### src/rtl/pipe_hazard_ctrl.sv
// Stall/flush scheduler for the F/D/E/M/W pipeline.
// Turns hazard events into en/flush controls for each inter-stage register
// and for the PC. A redirect that lands while a fetch is still outstanding
// is parked in r_pend_pc and applied once that wrong-path fetch returns.
// Also counts the cycles in which the PC is held.
//
// state  | meaning
// S_RUN  | normal issue; hazards resolved by priority
// S_WAIT | redirect pending; wrong-path fetch still outstanding
module pipe_hazard_ctrl #(
    parameter int XLEN  = 64,
    parameter int CNT_W = 32
) (
    input  logic             clk,
    input  logic             reset,
    input  logic             i_stall,
    input  logic             d_stall,
    input  logic             e_busy,
    input  logic             load_use,
    input  logic             br_valid,
    input  logic [XLEN-1:0]  br_target,
    input  logic             trap_valid,
    input  logic [XLEN-1:0]  trap_target,
    output logic             pc_en,
    output logic             pc_redirect,
    output logic [XLEN-1:0]  redirect_pc,
    output logic             f2d_en,
    output logic             f2d_flush,
    output logic             d2e_en,
    output logic             d2e_flush,
    output logic             e2m_en,
    output logic             e2m_flush,
    output logic             m2w_en,
    output logic             m2w_flush,
    output logic [CNT_W-1:0] stall_cnt
);

    typedef enum logic {S_RUN, S_WAIT} state_t;

    state_t            r_state;
    state_t            w_nxt_state;
    logic [XLEN-1:0]   r_pend_pc;
    logic [XLEN-1:0]   w_nxt_pend;
    logic [CNT_W-1:0]  r_stall_cnt;
    logic              w_trap_take;

    // A trap in M cannot be taken while M itself is frozen on dmem.
    assign w_trap_take = trap_valid & ~d_stall;

    // Pipeline controls and next state from current state and hazards.
    always_comb begin
        pc_en       = 1'b1;
        pc_redirect = 1'b0;
        redirect_pc = '0;
        f2d_en      = 1'b1;
        f2d_flush   = 1'b0;
        d2e_en      = 1'b1;
        d2e_flush   = 1'b0;
        e2m_en      = 1'b1;
        e2m_flush   = 1'b0;
        m2w_en      = 1'b1;
        m2w_flush   = 1'b0;
        w_nxt_state = r_state;
        w_nxt_pend  = r_pend_pc;
        if (!reset) begin
            pc_en     = 1'b0;
            f2d_en    = 1'b0;
            f2d_flush = 1'b1;
            d2e_en    = 1'b0;
            d2e_flush = 1'b1;
            e2m_en    = 1'b0;
            e2m_flush = 1'b1;
            m2w_en    = 1'b0;
            m2w_flush = 1'b1;
        end else if (r_state == S_RUN) begin
            if (w_trap_take) begin
                f2d_flush   = 1'b1;
                d2e_flush   = 1'b1;
                e2m_flush   = 1'b1;
                pc_redirect = 1'b1;
                redirect_pc = trap_target;
                if (i_stall) begin
                    pc_en       = 1'b0;
                    w_nxt_pend  = trap_target;
                    w_nxt_state = S_WAIT;
                end
            end else if (d_stall) begin
                pc_en     = 1'b0;
                f2d_en    = 1'b0;
                d2e_en    = 1'b0;
                e2m_en    = 1'b0;
                m2w_flush = 1'b1;
            end else if (e_busy) begin
                pc_en     = 1'b0;
                f2d_en    = 1'b0;
                d2e_en    = 1'b0;
                e2m_flush = 1'b1;
            end else if (br_valid) begin
                f2d_flush   = 1'b1;
                d2e_flush   = 1'b1;
                pc_redirect = 1'b1;
                redirect_pc = br_target;
                if (i_stall) begin
                    pc_en       = 1'b0;
                    w_nxt_pend  = br_target;
                    w_nxt_state = S_WAIT;
                end
            end else if (load_use) begin
                pc_en     = 1'b0;
                f2d_en    = 1'b0;
                d2e_flush = 1'b1;
            end else if (i_stall) begin
                pc_en     = 1'b0;
                f2d_flush = 1'b1;
            end
        end else begin
            // Upstream is already flushed, so branches and load-use are moot;
            // F/D keeps bubbling until the wrong-path word has been dropped.
            pc_en     = 1'b0;
            f2d_flush = 1'b1;
            if (w_trap_take) begin
                d2e_flush  = 1'b1;
                e2m_flush  = 1'b1;
                w_nxt_pend = trap_target;
            end else if (d_stall) begin
                d2e_en    = 1'b0;
                e2m_en    = 1'b0;
                m2w_flush = 1'b1;
            end else if (e_busy) begin
                d2e_en    = 1'b0;
                e2m_flush = 1'b1;
            end
            if (!i_stall) begin
                pc_en       = 1'b1;
                pc_redirect = 1'b1;
                redirect_pc = w_trap_take ? trap_target : r_pend_pc;
                w_nxt_state = S_RUN;
            end
        end
    end

    // State and pending redirect target; reset drops any pending redirect.
    always_ff @(posedge clk or negedge reset) begin
        if (!reset) begin
            r_state   <= S_RUN;
            r_pend_pc <= '0;
        end else begin
            r_state   <= w_nxt_state;
            r_pend_pc <= w_nxt_pend;
        end
    end

    // Saturating count of cycles with the PC held.
    always_ff @(posedge clk or negedge reset) begin
        if (!reset) begin
            r_stall_cnt <= '0;
        end else if (!pc_en && (r_stall_cnt != {CNT_W{1'b1}})) begin
            r_stall_cnt <= r_stall_cnt + {{(CNT_W-1){1'b0}}, 1'b1};
        end
    end

    assign stall_cnt = r_stall_cnt;

endmodule

### config.mk
export PLATFORM = sky130hd
export DESIGN_NAME = pipe_hazard_ctrl
export DESIGN_NICKNAME = d
export VERILOG_FILES = /design/src/rtl/pipe_hazard_ctrl.sv
export SDC_FILE = /design/constraint.sdc
export NUM_CORES = 1
export LEC_CHECK = 0
export ABC_AREA = 1
export CAP_MARGIN = 20
export CORE_MARGIN = 3
export CORE_UTILIZATION = 46
export CTS_CLUSTER_DIAMETER = 100
export DETAILED_ROUTE_END_ITERATION = 6
export HOLD_SLACK_MARGIN = 0.08
export PLACE_DENSITY_LB_ADDON = 0.08
export SLEW_MARGIN = 40
export SYNTH_ARGS = -nofsm -noshare
export SYNTH_HDL_FRONTEND = slang
export SYNTH_SLANG_ARGS = --single-unit
export TNS_END_PERCENT = 10
### constraint.sdc
create_clock -name clk -period 5.3 [get_ports clk]
set_input_delay 0.795 -clock clk [delete_from_list [all_inputs] [get_ports clk]]
set_output_delay 0.795 -clock clk [all_outputs]
set_load 0.05 [all_outputs]
# ---- Yosys cells after proc, flatten, opt, wreduce, memory -nomap -nowiden
# Index checks and enable logic that the tools add are counted.
# W data, S select, Z words.
dict set report word_totals {
  out_inout_bits 106
  mem_bits_ro 0
  latchBits 0
  reg_bits 97
  input_bits 136
  elab_cells 87
  ramBits 0
  memories 0
}
dict set report classes {
  n_mux 72
  n_reduce_logical 4
  div 0
  shift 0
  n_eq_ne 5
  n_bitwise 2
  n_addsub 1
  n_mul 0
  magnitude_cmp 0
}
# cell count
set op_table {}
lappend op_table {{$mux W64} 15}
lappend op_table {{$mux W1} 57}
lappend op_table {{$add A32 B1 Y32 const B} 1}
lappend op_table {{$ne A32 B32 Y1 const B} 1}
lappend op_table {{$ne A3 B1 Y1 const B} 2}
lappend op_table {{$reduce_and A6 Y1} 1}
lappend op_table {{$ne A5 B4 Y1 const B} 1}
lappend op_table {{$ne A3 B3 Y1 const B} 1}
lappend op_table {{$reduce_bool A3 Y1} 1}
lappend op_table {{$and A1 B1 Y1} 1}
lappend op_table {{$logic_and A1 B1 Y1} 1}
lappend op_table {{$logic_not A1 Y1} 1}
lappend op_table {{$not A1 Y1} 1}

# ---- Logic depth before layout (Yosys ltp)
dict set report logic_depth {
  depth_word 10
  depth_mapped 12
  depth_no_buf 10
}

# ---- Worst setup path after synthesis
# Ideal clock, no wire load.
dict set report synth_timing {
  kind {input -> output}
  from {input port d_stall}
  to {output port d2e_flush}
  path_stages 3
  arrival_ns 2.827
  t_required_ns 4.505
  n_path_buf 0
  slack_ns 1.678
  path_cell_list {nor2_1 > inv_1 > o311ai_0}
}
dict set report synth_via {
  elab_chain_len 5
  elab_cells_between_ends 7
  classes_between {5 x mux; 2 x bitwise}
}
# item line_no
set synth_rtl {}
lappend synth_rtl {{start: declaration} 17} ;# input logic d_stall,
lappend synth_rtl {{$not A1 Y1} 48} ;# assign w_trap_take = trap_valid & ~d_stall;
lappend synth_rtl {{$and A1 B1 Y1} 48}
lappend synth_rtl {{$mux W1 (on tied branches)} {76, 121}}
lappend synth_rtl {{$mux W1 *} 75} ;# end else if (r_state == S_RUN) begin
lappend synth_rtl {{$mux W1 *} 65} ;# if (!reset) begin
lappend synth_rtl {{end: declaration} 30} ;# output logic d2e_flush,
# Mark *: on every way between the ends. The rest lies on a longest branch, timed or not.

# ---- Worst setup path after layout
dict set report layout_timing {
  from {input port d_stall}
  to {output port redirect_pc[33]}
}
dict set report layout_via {
  elab_chain_len 6
  elab_cells_between_ends 8
  classes_between {6 x mux; 2 x bitwise}
}
# item line_no
set layout_rtl {}
lappend layout_rtl {{$not A1 Y1} 48}
lappend layout_rtl {{$and A1 B1 Y1} 48}
lappend layout_rtl {{$mux W64} --}
lappend layout_rtl {{$mux W64} 133} ;# if (!i_stall) begin
lappend layout_rtl {{$mux W64 *} 75}
lappend layout_rtl {{$mux W64 *} 65}
lappend layout_rtl {{end: declaration} 26} ;# output logic [XLEN-1:0] redirect_pc,
# Marked as above.

==> flow_summary.toml <==
[clock_network]
postCtsResizedCells = 0
cts_sinks = 97
clockBufferDepth = 2
clock_latency_ps = 360
cts_tree = "built"
cts_setup_buffers = 0
cts_root_buf = "clkbuf_16"
path_clk_slew_ps = 70
htreeDepth = 3
hold_buffers = 0
cts_made_buffers = 9

[yosys]
synth.most_common_cell = "nand2_1"
yosys.area.top_type = "nand2_1"
syn_avg_cell_area_sq_um = 5.61
synthTopCellsByCount = "nand2_1 (715), nand3_1 (148), dfrtp_1 (97), inv_1 (97), o21ai_0 (91)"
ys_seq_area_share_pct = 30.2
synth_nets = 1569
synth_ff_type = "dfrtp_1"
syn_area_sq_um = 8040
async_flop_share_pct = 100
synth.distinct_cells = 24
synth-edff-count = 0
synth-seq-cells = 97
synthCells = 1432
yosys-top-cells-area = "nand2_1 (33%), dfrtp_1 (30%), nand3_1 (9.2%)"
synth_top_area_share_pct = 33.4
yosys_warnings = 0

[detailed_routing]
drt-wirelength-per-cell_microns = 13.8
route.met3.wl_mm = 1.85
drc = 0
drtIter0Drc = 783
dr.max_layer_used = "met4"
wl_met1_mm = 11.5
ant_nets = 0
wl_met2_mm = 11.5
via_per_inst = 5.17
first_pass_iters = 5
via_count = 9459
drt-total-wl_mm = 25.3

[floorplanning]
pin_count = 242
core_sq_um = 16800
rows = 47
dieArea_sq_um = 19100
die_y_microns = 138
start_util_pct = 47.8
fp.dieW_microns = 138

[setup_path]
required_ps = 4510
cp_slowest_stage_delay_ps = 830
crit_chain = "clkdlybuf4s50_1 > inv_2 > nand2_2 > inv_4 > buf_4 > nand2_1 > o21ai_0 > nand3_1 > a21oi_1 > clkdlybuf4s50_1"
critPathCaptureType = "output pin"
cp_num_buf_inv = 5
cp_slowest_cell = "clkdlybuf4s50_1"
crit_family = "buffers and inverters"
critical_path_class = "in2out"
crit_fanout = 69
crit_path_start_kind = "primary input"
cp.arrival_ps = 3630
crit_path_frequent_cell = "clkdlybuf4s50_1"

[cells_and_area]
nets = 1741
design_area_sq_um = 10800
antenna_cells = 0
area_growth_pct = 34.4
final_layout_size_suffix_gt1_share_pct = 2.67

[pwr]
vdd_drop_max_mv = 0.345
power_density_nw_per_um2 = 258
leakage_nw = 5.20

[timing]
finalCriticalPeriod_ps = 4420
rsz0062_at_grt = "false"
setup_viol = 0
post-route-period-util_pct = 83.4
fin_setup_tns_ps = 0
fmax_ghz = 0.226
finClkSkew_ps = 15.0
timing.final.hold_violations = 0
worst_pin_slew_ps = 756
slew_headroom_pct = 49.6
drv_slew = 0

[grt]
grt_pass1_wl_mm = 42.3
overflow = 0
grt_pass1_vias = 8486
antenna_found_initial = 0
grt_max_degree = 129
track_usage_pct = 25.9

[placed_design]
port-buffer-count = 241
dp_hpwl_mm = 16.9
post_dp_cell_area_sq_um = 10500
gp_congestion = 0.895

[run]
maxCapViolCount = 0

[min_path]
min_path_type = "in2async"

[outcome]
status = "finished, final reports clean"
[cells in the final DEF (no fill, tap or decap), types with 2 or more instances in the layout]
cell / n
nor2_1: 56
o21ai_1: 43
inv_2: 3
inv_1: 94
o21ai_0: 91
buf_12: 4
nand2_1: 713
a21oi_1: 67
clkdlybuf4s50_1: 240
buf_4: 9
clkbuf_16: 9
nand3_1: 148
dfrtp_1: 96
xnor2_1: 5
inv_4: 2
xor2_1: 8
clkbuf_8: 2
nand2_2: 4
[state kept, by name, summed over array words and instances, names as in the netlist]
| name | cells |
|---|---|
| r_pend_pc | 64 |
| r_state | 1 |
| stall_cnt | 32 |
[worst reg2reg max path: cells and delay by family, from the launching register on]
kind | cells | cell delay [ps]
buf+inv | 2 | 970
simple gates | 5 | 950
flops | 1 | 890
compound gates | 1 | 160
[kinds of logic after synthesis]
logic type                 count (synthesis)  synth area share (%)
adders and majority gates                  1                 0.156
and+or+nand+nor                          925                  45.8
xor gates and xnor gates                  13                  1.42
buffers and inverters                    192                  9.67
AOI/OAI and AO/OA                        204                  12.8
DFF                                       97                  30.2
[routing by layer]
layer,track usage [%],vias to the layer above
met5,0,-
met4,6.24,0
met3,5.39,33
met2,41.3,374
met1,36.3,4188
li1,-,4864
[worst paths after layout]
kind,from,to,slack (ps),cells after the start
setup / recovery,d_stall,redirect_pc[33],880,10
hold / removal,reset,r_pend_pc[15],240,1
setup reg to reg,r_state,stall_cnt[24],2210,8
hold reg to reg,r_pend_pc[35],r_pend_pc[35],540,2
max in group asynchronous,reset,r_state,4180,2
min in group clk,r_pend_pc[35],r_pend_pc[35],540,2
[layout make-up]
type | instances | area, sq um
Inverter | 100 | 385
Clock buffer | 12 | 256
Multi-Input combinational cell | 1143 | 4850
Timing Repair Buffer | 253 | 2550
Tap cell | 220 | 275
Sequential cell | 97 | 2430
Fill cell | 1622 | 6020
Clock inverter | 4 | 51.3
[report_power, final]
group | switching [mW] | leakage (nW) | total (mW) | internal [mW]
registers | 0.0938 | 1.25 | 1.00 | 0.908
clock network | 0.292 | 0.149 | 0.685 | 0.392
logic | 0.700 | 3.80 | 1.10 | 0.401
[per-stage QoR]
step,setup slack [ps],total power [mW],instances,util [%],hold slack (ps)
2_1_floorplan,1680,1.75,1432,-,499
3_3_place_gp,940,2.09,1813,62.4,518
3_5_place_dp,911,2.11,1813,62.4,525
4_1_cts,903,2.81,1829,64.2,224
5_1_grt,684,2.99,1829,64.2,228
6_report,880,2.79,1829,64.2,239
Power figures use the tool's default switching activity.
